File: config.mk
export PLATFORM = sky130hd
export DESIGN_NAME = seq_muldiv_unit
export DESIGN_NICKNAME = d
export VERILOG_FILES = /design/src/rtl/muldiv_pkg.sv /design/src/rtl/booth_r4_recoder.sv /design/src/rtl/seq_muldiv_unit.sv
export SDC_FILE = /design/constraint.sdc
export NUM_CORES = 1
export LEC_CHECK = 0
export BUFFER_PORTS_ARGS = -buffer_cell sky130_fd_sc_hd__buf_2
export CORE_MARGIN = 3
export CORE_UTILIZATION = 60
export CTS_CLUSTER_DIAMETER = 50
export DETAILED_ROUTE_END_ITERATION = 6
export GPL_TIMING_DRIVEN = 0
export PLACE_DENSITY = 0.82
export SLEW_MARGIN = 20
export SYNTH_ARGS = -nofsm -noshare
export SYNTH_HDL_FRONTEND = slang
export SYNTH_SLANG_ARGS = --single-unit
File: constraint.sdc
create_clock -name clock -period 11.65 [get_ports clock]
set_clock_uncertainty 0.2 [all_clocks]
set_input_delay 1.165 -clock clock [delete_from_list [all_inputs] [get_ports clock]]
set_output_delay 1.165 -clock clock [all_outputs]
set_load 0.005 [all_outputs]
File: src/rtl/muldiv_pkg.sv
// Shared definitions for the sequential multiply/divide engine: op encodings,
// FSM states and the Booth partial-product select.
package muldiv_pkg;

    typedef enum logic [1:0] {
        OP_MUL  = 2'b00,
        OP_MULU = 2'b01,
        OP_DIV  = 2'b10,
        OP_DIVU = 2'b11
    } muldiv_op_e;

    typedef enum logic [2:0] {
        IDLE,
        MUL_ITER,
        DIV_ITER,
        FIXUP,
        DONE
    } muldiv_state_e;

    typedef struct packed {
        logic neg;
        logic one;
        logic two;
    } booth_sel_t;

endpackage

File: src/rtl/booth_r4_recoder.sv
// Radix-4 Booth recoder: maps a 3-bit multiplier window {b[i+1], b[i], b[i-1]}
// to a partial-product select of 0, +-1 or +-2 times the multiplicand.
module booth_r4_recoder
    import muldiv_pkg::*;
(
    input  logic [2:0] window,
    output booth_sel_t sel
);

    always_comb begin
        sel = '0;
        case (window)
            3'b001, 3'b010: sel.one = 1'b1;
            3'b011:         sel.two = 1'b1;
            3'b100: begin
                sel.neg = 1'b1;
                sel.two = 1'b1;
            end
            3'b101, 3'b110: begin
                sel.neg = 1'b1;
                sel.one = 1'b1;
            end
            default: ;
        endcase
    end

endmodule

File: src/rtl/seq_muldiv_unit.sv
// Multi-cycle signed/unsigned MUL (radix-4 Booth) and DIV (restoring) engine.
// Define MULDIV_DIV_EN to build the divider; otherwise DIV ops flag unsupported.
module seq_muldiv_unit
    import muldiv_pkg::*;
#(
    parameter int WIDTH = 32
) (
    input  logic             clock,
    input  logic             clear_n,
    input  logic             start,
    input  logic [1:0]       op,
    input  logic [WIDTH-1:0] a,
    input  logic [WIDTH-1:0] b,
    input  logic             flush,
    output logic             busy,
    output logic             done,
    output logic [WIDTH-1:0] hi,
    output logic [WIDTH-1:0] lo,
    output logic             div_by_zero
);

    localparam int CNT_W = $clog2(WIDTH) + 1;
    localparam int SW    = WIDTH + 3;

    muldiv_state_e state, state_nx;
    logic [CNT_W-1:0]      cnt;
    logic                  accept;
    logic                  iter_last;

    // Booth datapath: acc_hi holds the running upper partial, acc_lo shifts
    // the multiplier out while the product's low bits shift in.
    logic signed [WIDTH:0] mcand_q;
    logic                  mulu_fix_q;
    logic signed [WIDTH:0] acc_hi;
    logic [WIDTH-1:0]      acc_lo;
    logic                  booth_prev;
    booth_sel_t            sel;
    logic signed [SW-1:0]  mcand_ext, pp_mag, pp, corr, mul_sum;
    logic [WIDTH-1:0]      res_hi, res_lo;

`ifdef MULDIV_DIV_EN
    logic [WIDTH-1:0]      dvs_mag_q;
    logic                  is_div_q, q_neg_q, r_neg_q;
    logic [WIDTH:0]        div_shift;
    logic [WIDTH+1:0]      div_trial;

    function automatic logic [WIDTH-1:0] mag_of(input logic [WIDTH-1:0] v, input logic is_signed);
        return (is_signed && v[WIDTH-1]) ? -v : v;
    endfunction

    function automatic logic [WIDTH-1:0] apply_sign(input logic [WIDTH-1:0] v, input logic neg);
        return neg ? -v : v;
    endfunction
`endif

    assign accept    = (state == IDLE) && start;
    assign iter_last = (cnt == CNT_W'(1));
    assign busy      = (state != IDLE) && (state != DONE);
    assign done      = (state == DONE);

    always_comb begin
        state_nx = state;
        case (state)
            IDLE: begin
                if (start) begin
                    if (op[1]) begin
`ifdef MULDIV_DIV_EN
                        state_nx = (b == '0) ? DONE : DIV_ITER;
`else
                        state_nx = DONE;
`endif
                    end else begin
                        state_nx = MUL_ITER;
                    end
                end
            end
            MUL_ITER, DIV_ITER: if (iter_last) state_nx = FIXUP;
            FIXUP:              state_nx = DONE;
            DONE:               state_nx = IDLE;
            default:            state_nx = IDLE;
        endcase
        if (flush && (state != IDLE)) state_nx = IDLE;
    end

    booth_r4_recoder u_recoder (
        .window ({acc_lo[1:0], booth_prev}),
        .sel    (sel)
    );

    // Unsigned multiplier: the digit beyond the top window is b[W-1], worth
    // +mcand * 2^W, folded into the last iteration.
    always_comb begin
        mcand_ext = {{2{mcand_q[WIDTH]}}, mcand_q};
        pp_mag    = sel.two ? (mcand_ext <<< 1) : (sel.one ? mcand_ext : '0);
        pp        = sel.neg ? -pp_mag : pp_mag;
        corr      = (mulu_fix_q && iter_last) ? (mcand_ext <<< 2) : '0;
        mul_sum   = {{2{acc_hi[WIDTH]}}, acc_hi} + pp + corr;
    end

`ifdef MULDIV_DIV_EN
    always_comb begin
        div_shift = {acc_hi[WIDTH-1:0], acc_lo[WIDTH-1]};
        div_trial = {1'b0, div_shift} - {2'b00, dvs_mag_q};
    end
`endif

    always_comb begin
        res_hi = acc_hi[WIDTH-1:0];
        res_lo = acc_lo;
`ifdef MULDIV_DIV_EN
        if (is_div_q) begin
            res_hi = apply_sign(acc_hi[WIDTH-1:0], r_neg_q);
            res_lo = apply_sign(acc_lo, q_neg_q);
        end
`endif
    end

    // Control and architectural outputs
    always_ff @(posedge clock or negedge clear_n) begin
        if (!clear_n) begin
            state       <= IDLE;
            cnt         <= '0;
            hi          <= '0;
            lo          <= '0;
            div_by_zero <= 1'b0;
        end else begin
            state <= state_nx;
            if (accept) begin
                div_by_zero <= 1'b0;
                cnt         <= op[1] ? CNT_W'(WIDTH) : CNT_W'(WIDTH / 2);
                if (op[1]) begin
`ifdef MULDIV_DIV_EN
                    if (b == '0) begin
                        hi          <= a;
                        lo          <= '1;
                        div_by_zero <= 1'b1;
                    end
`else
                    hi          <= '0;
                    lo          <= '0;
                    div_by_zero <= 1'b1;
`endif
                end
            end else if ((state == MUL_ITER) || (state == DIV_ITER)) begin
                cnt <= cnt - CNT_W'(1);
            end
            if ((state == FIXUP) && !flush) begin
                hi <= res_hi;
                lo <= res_lo;
            end
        end
    end

    // Iteration datapath
    always_ff @(posedge clock) begin
        if (accept) begin
            mcand_q    <= op[0] ? {1'b0, a} : {a[WIDTH-1], a};
            mulu_fix_q <= op[0] & b[WIDTH-1];
            acc_hi     <= '0;
            booth_prev <= 1'b0;
`ifdef MULDIV_DIV_EN
            is_div_q   <= op[1];
            q_neg_q    <= (op == OP_DIV) && (a[WIDTH-1] ^ b[WIDTH-1]);
            r_neg_q    <= (op == OP_DIV) && a[WIDTH-1];
            dvs_mag_q  <= mag_of(b, op == OP_DIV);
            acc_lo     <= op[1] ? mag_of(a, op == OP_DIV) : b;
`else
            acc_lo     <= b;
`endif
        end else if (state == MUL_ITER) begin
            acc_hi     <= mul_sum[WIDTH+2:2];
            acc_lo     <= {mul_sum[1:0], acc_lo[WIDTH-1:2]};
            booth_prev <= acc_lo[1];
        end
`ifdef MULDIV_DIV_EN
        else if (state == DIV_ITER) begin
            acc_hi <= div_trial[WIDTH+1] ? div_shift : div_trial[WIDTH:0];
            acc_lo <= {acc_lo[WIDTH-2:0], ~div_trial[WIDTH+1]};
        end
`endif
    end

endmodule
==> results of run 1 <==
-- critical path, delay by kind of cell, from the launching register on --
kind	cells	cell delay, ps
AOI/OAI and AO/OA	10	2660
xor gates and xnor gates	2	230
adders and majority gates	4	1140
buffers and inverters	8	2310
DFF	1	540
muxes	1	580
and+or+nand+nor	5	780
-- per-stage QoR --
| stage | setup slack (ps) | util (%) | cell area (um2) | hold slack, ps | std cells |
|---|---|---|---|---|---|
| 6_report | 3084 | 72.09 | 12170 | 275.8 | 1458 |
| 4_1_cts | 3273 | 72.09 | 12170 | 273.3 | 1458 |
| 2_1_floorplan | 5245 | - | 10520 | 245.2 | 1067 |
| 3_5_place_dp | 3354 | 68.42 | 11550 | 263.0 | 1426 |
| 3_3_place_gp | 3478 | 67.99 | 11470 | 256.8 | 1423 |
| 5_1_grt | 2625 | 72.09 | 12170 | 288.4 | 1458 |
-- state kept, by name, indices dropped and copies added, names as in the netlist --
signal	cells
acc_hi	33
acc_lo	32
booth_prev	1
cnt	6
div_by_zero	1
hi	32
lo	32
mcand_q	33
mulu_fix_q	1
state	3
-- cells in the final DEF, fill, tap and decap left out, types with 32 or more instances in the layout --
master,count
nand2_1,113
a22o_1,67
ha_1,42
inv_1,108
nor2_1,57
o21ai_0,32
fa_1,33
dfrtp_1,74
a21oi_1,78
mux2_2,33
xnor2_1,42
edfxtp_1,66
dfxtp_1,34
clkbuf_1,45
buf_2,139
-- kinds of logic after synthesis --
family / synth area share (%)
buffers and inverters: 5.959
XOR/XNOR: 5.828
multiplexers: 4.009
flip-flops: 42.92
adder cells (fa/ha/maj): 11.28
AND/OR/NAND/NOR: 11.40
AO/OA/AOI/OAI: 18.62
-- layout make-up --
| cell class | instances | area (um2) | share of cell area (%) |
|---|---|---|---|
| Buffer | 58 | 224.0 | 1.841 |
| Inverter | 108 | 405.4 | 3.332 |
| Sequential cell | 174 | 4514 | 37.10 |
| Tap cell | 220 | 275.3 | 2.262 |
| Clock inverter | 15 | 193.9 | 1.594 |
| Multi-Input combinational cell | 727 | 5378 | 44.20 |
| Timing Repair Buffer | 139 | 750.7 | 6.170 |
| Clock buffer | 17 | 425.4 | 3.496 |
-- worst paths after layout --
path	from	to	slack, ps
max in group asynchronous	clear_n	hi[8]	10250
min in group asynchronous	clear_n	lo[5]	430
worst max register to register	acc_lo[0]	acc_hi[32]	3080
worst max-delay path	acc_lo[0]	acc_hi[32]	3080
worst min register to register	acc_hi[2]	acc_hi[2]	280
worst min-delay path	acc_hi[2]	acc_hi[2]	280
-- power by group through the flow --
stage	Combinational, uW	Sequential, uW	Clock, uW
2_1_floorplan	1200	812	0
3_3_place_gp	1490	838	0
3_5_place_dp	1530	841	0
4_1_cts	1550	829	595
5_1_grt	1750	843	622
6_report	1570	832	588
-- routing by layer --
metal / global-route usage, % / vias to the layer above
met5: 0 / -
met4: 11.80 / 0
met3: 5.767 / 77
met2: 48.12 / 398
met1: 39.43 / 4175
li1: - / 4079
==> results by group, run 1 <==
Clock tree
  • Worst skew pair latency: 440 ps
  • Hold Buf Count CTS: 0
  • Resized Gates After CTS: 0
  • Clock sink total: about 170
  • CTS max path bufs: 2
  • Total CTS buffers: 17
  • Postcts setup bufs: 0
  • Root Buffer: clkbuf_16
  • Htree depth: 4
  • Clk slew on worst S/H paths: 70 ps
  • CTS tree: yes

Placement
  • Port Buffers: approximately 140
  • DP HPWL: around 21,000 um
  • Gpl congestion: 0.9586

Timing
  • Hold Violations, Final: 0
  • Setup violations, final: 0
  • RSZ-0062 raised after global routing: no
  • Max_slew headroom: 37.63%
  • Slew of the pin with the lowest slew margin: 927.0 ps
  • Final Max Tran Viols: 0
  • Fmax: 116.7 MHz
  • Setup TNS: 0 ps
  • Period utilization: between 70% and 80%
  • Fin crit period: 8566 ps

Detailed routing
  • Routed length per instance: 19.29 um
  • Routed WL: 28,130 um
  • First-pass DRT Iterations: 7
  • Vias: just under 9,000
  • Drt drc: 1
  • Iter 0 DRT Violations: 720
  • Vias per cell: 5.987
  • DR WL met2: approximately 13,000 um
  • M1 wire length: 11,540 um
  • Top Metal Used: met4
  • Wire length on met3: 2186 um
  • Antenna-violating nets left: 0

Logic synthesis
  • Unique cell type count in the Yosys netlist: 60
  • Synthesized Nets: 1,212
  • Post-Synthesis Cells: 1,067
  • Area share of the largest cell type after synthesis: between 10% and 20%
  • Most frequent cells after synthesis: 113 x nand2_1, 108 x inv_1, 78 x a21oi_1, 74 x dfrtp_1, 67 x a22o_1
  • Post-synth EDFFs: 66
  • Mapped Area: 10,520 um2
  • Yosys reg bits: 174
  • Post-synth top area cell: edfxtp_1
  • Mean post-synth cell area: a little under 10 um2
  • Sequential area share after synthesis: 42.92%
  • Synth warn: 0
  • Top-count cell post-synth: nand2_1
  • Synth area leaders: edfxtp_1 19%, dfrtp_1 18%, dfxtp_1 6.5%
  • Predominant post-synthesis flop cell: dfrtp_1
  • Synth async-reset ratio: between 40% and 50%

Status
  • Status: complete, but fails checks
  • Failing checks: design-rule violations

Power
  • Sw frac: 43.28%
  • PwrDens: 245.4 nW/um2
  • Gate power share: 52.5%
  • Leak Pwr: between 0.005 and 0.006 uW
  • Int Pwr: 1694 uW
  • Net Switching: 1292 uW
  • Register share of total power: 27.9%
  • Pwr Total: 2986 uW
  • Clock power share: 19.7%
  • Peak VDD IR: 0.1616 mV

Worst hold path
  • WHS Path Cells: 2
  • Hold crit path type: flip-flop to flip-flop

Cells and area
  • FILL cells: 1,247
  • Layout cell share with drive strength beyond 1: ~18%
  • Nets: 1,370
  • Area Growth Syn to Fin: 15.67%
  • Total inserted antenna cells: 0

Floorplanning
  • # IOs: approximately 140
  • Core Region: 16,880 um2
  • Die Ht: ~140 um
  • Rows: 47
  • Die area: 19,160 um2
  • Die Width: around 140 um
  • Initial Util: 62.32%

GRT
  • Gr ovfl total: 0
  • Initial antenna violation count: 0
  • Number of global-route vias before repair: between 8,000 and 9,000
  • First-pass GRT wire length: 45,480 um
  • GR Util All Layers: just under 30%
  • Largest net degree at the start of global routing: 51

Critical path
  • Crit path DAT: about 8700 ps
  • Worst Reg-to-Reg Cells: 30
  • Crit Path Class: flip-flop to flip-flop
  • CP startpoint kind: flip-flop
  • CP max stage cell: mux2i_1
  • Critical Path End Type: flip-flop
  • Crit-path max FO: 10
  • Req. time, crit path: 11,800 ps
  • CP dominant cell by count: clkbuf_1
  • Slowest stage delay, CP: around 580 ps

Job
  • MaxCap Viol Count: 0
Note: power is estimated with default switching activity, not from simulation.
==> run 2: changes to the inputs <==
- CORE_UTILIZATION: 60 -> 53
- PLACE_DENSITY: 0.82 -> 0.77
- clock period: 11.65 -> 7.4 ns (I/O delays scaled with it)
==> run 2 against run 1 <==
Net effect: the run now ends clean; routed wire length shrank 2.1%; worst hold slack worse by 260 ps; utilization decreased by 7.5 points; critical path type unchanged; critical endpoint unchanged; largest cell class unchanged.
==> results by group, run 2 (synthesis results as in run 1) <==
Status
  • Status: finished clean

Critical path
  • CP startpoint kind: flip-flop
  • Worst reg2reg setup slack: between 200 and 250 ps
  • Crit-path max FO: 10
  • CP dominant cell by count: buf_2
  • Delay-heaviest family, CP: compound AO/OA/AOI/OAI gates
  • Crit Path Class: flip-flop to flip-flop
  • Crit path DAT: 7320 ps
  • FF-to-FF End: acc_hi[32]
  • Slowest stage delay, CP: 530 ps
  • CP max stage cell: fa_1
  • Worst Reg-to-Reg Cells: 29
  • RR Startpoint: acc_lo[0]
  • Critical Path End Type: flip-flop
  • CP Buf/Inv Count: 8
  • Req. time, crit path: 7550 ps

Detailed routing
  • Routed length per instance: ~18 um
  • Routed WL: about 28,000 um
  • Iter 0 DRT Violations: 832
  • Vias per cell: ~5.8
  • First-pass DRT Iterations: 5
  • Vias: 8,617
  • Antenna-violating nets left: 0
  • Drt drc: 0

Timing
  • Hold Violations, Final: 0
  • Final worst slack: about 240 ps
  • Final Max Tran Viols: 0
  • Max_slew headroom: between 20% and 30%
  • Fin crit period: between 7000 and 8000 ps
  • Setup violations, final: 0
  • Period utilization: 96.80%
  • Slew of the pin with the lowest slew margin: ~1000 ps
  • Hold WS: approximately 15 ps
  • Fmax: between 100 and 150 MHz

Floorplanning
  • Die Width: 146.9 um
  • # IOs: 137
  • Die Ht: 146.9 um
  • Die area: 21,570 um2
  • Initial Util: a little under three fifths
  • Rows: 50
  • Core Region: about 19,000 um2

Clock tree
  • Clk slew on worst S/H paths: 80 ps
  • Worst skew pair latency: 450 ps
  • Hold Buf Count CTS: 0
  • Htree depth: 4
  • CTS max path bufs: 2
  • Clock sink total: 174
  • Root Buffer: clkbuf_16
  • CTS tree: yes
  • Total CTS buffers: 17

Power
  • Pwr Total: 4770 uW
  • Peak VDD IR: 0.2039 mV
  • Gate power share: between 50% and 60%
  • Sw frac: a little over two fifths
  • Clock power share: about a fifth
  • PwrDens: 387.2 nW/um2
  • Leak Pwr: between 0.005 and 0.006 uW
  • Net Switching: 2097 uW
  • Register share of total power: ~27%
  • Int Pwr: between 2000 and 3000 uW

Placement
  • Gpl congestion: 0.9287
  • Pre-CTS WS: -931.6 ps
  • Port Buffers: between 100 and 150
  • DP HPWL: 20,720 um

Cells and area
  • Final core occ: 64.56%
  • Most frequent cells in the layout: 141 x buf_2, 113 x nand2_1, 108 x inv_1, 76 x a21oi_1, 74 x dfrtp_1
  • Top flop regs: acc_hi x33, mcand_q x33
  • Nets: 1,370
  • Most common cell after layout, fill and taps aside: buf_2
  • Total inserted antenna cells: 0
  • Area Growth Syn to Fin: 17.12%
  • FILL cells: ~1,500
  • Layout cell share with drive strength beyond 1: 19.06%

Job
  • MaxCap Viol Count: 0

Worst hold path
  • Hold crit path type: input pin to async pin

GRT
  • Initial antenna violation count: 0
  • First-pass GRT wire length: 44,790 um
  • Gr ovfl total: 0
  • Largest net degree at the start of global routing: 45
  • GR Util All Layers: 25.98%
  • Number of global-route vias before repair: 8,352
-- run 2: changes by cell type in the layout (fill, tap and decap cells not counted), moves of 2 or more --
cell and delta:
clkbuf_1 -7, inv_12 +4, buf_4 +3, a21oi_1 -2, a21oi_2 +2, buf_2 +2
clkbuf_4 +2, ha_1 -2, ha_2 +2, inv_6 -2
-- run 2: what timing repair did --
item | 4_1_cts | 5_1_grt
buffers inserted | 2 | 1
resized for setup | 10 | 12
endpoints found under the setup margin | 11 | 8
pin swaps | 1 | 4
endpoints found under the hold margin | 0 | 0
-- run 2: per-layer routing --
metal | global-route usage, % | vias up | wire length (um)
met3 | 3.455 | 40 | 1833
met1 | 37.96 | 4139 | 12560
met5 | 0 | - | 0
met4 | 7.526 | 0 | 559
li1 | - | 4082 | -
met2 | 40.82 | 356 | 12600
-- run 2: worst max-delay path by stage --
| stage | to | cells after the start | from |
|---|---|---|---|
| 6_report | acc_hi[32] | 29 | acc_lo[0] |
| 2_1_floorplan | acc_hi[32] | 30 | acc_lo[0] |
| 3_3_place_gp | acc_hi[32] | 30 | acc_lo[0] |
| 3_5_place_dp | acc_hi[32] | 29 | acc_lo[0] |
| 5_1_grt | acc_hi[32] | 28 | acc_lo[0] |
| 4_1_cts | acc_hi[32] | 30 | acc_lo[0] |
-- run 2: power groups by stage --
stage                     clock network (uW)  logic, uW  registers, uW
after floorplan                            0       1900           1280
after global placement                     0       2350           1320
after detailed placement                   0       2400           1320
after CTS                                967       2450           1300
after global routing                    1010       2790           1330
final                                    959       2500           1310
-- run 2: final cells by class --
| class | count | area (um2) | share of cell area [%] |
|---|---|---|---|
| buffer | 55 | 224.0 | 1.818 |
| clock buffer | 17 | 425.4 | 3.453 |
| clock inverter | 15 | 215.2 | 1.747 |
| inverter | 108 | 405.4 | 3.291 |
| multi-input combinational | 727 | 5436 | 44.13 |
| sequential | 174 | 4514 | 36.64 |
| tap | 260 | 325.3 | 2.641 |
| timing repair buffer | 142 | 773.2 | 6.277 |
-- run 2: per-stage QoR --
step	cells	TNS, ps	cell area (um2)
after floorplan	1067	0	10520
after global placement	1463	-3696	11520
after detailed placement	1466	-4500	11600
after CTS	1499	0	12270
after global routing	1498	-23.69	12320
final	1498	0	12320
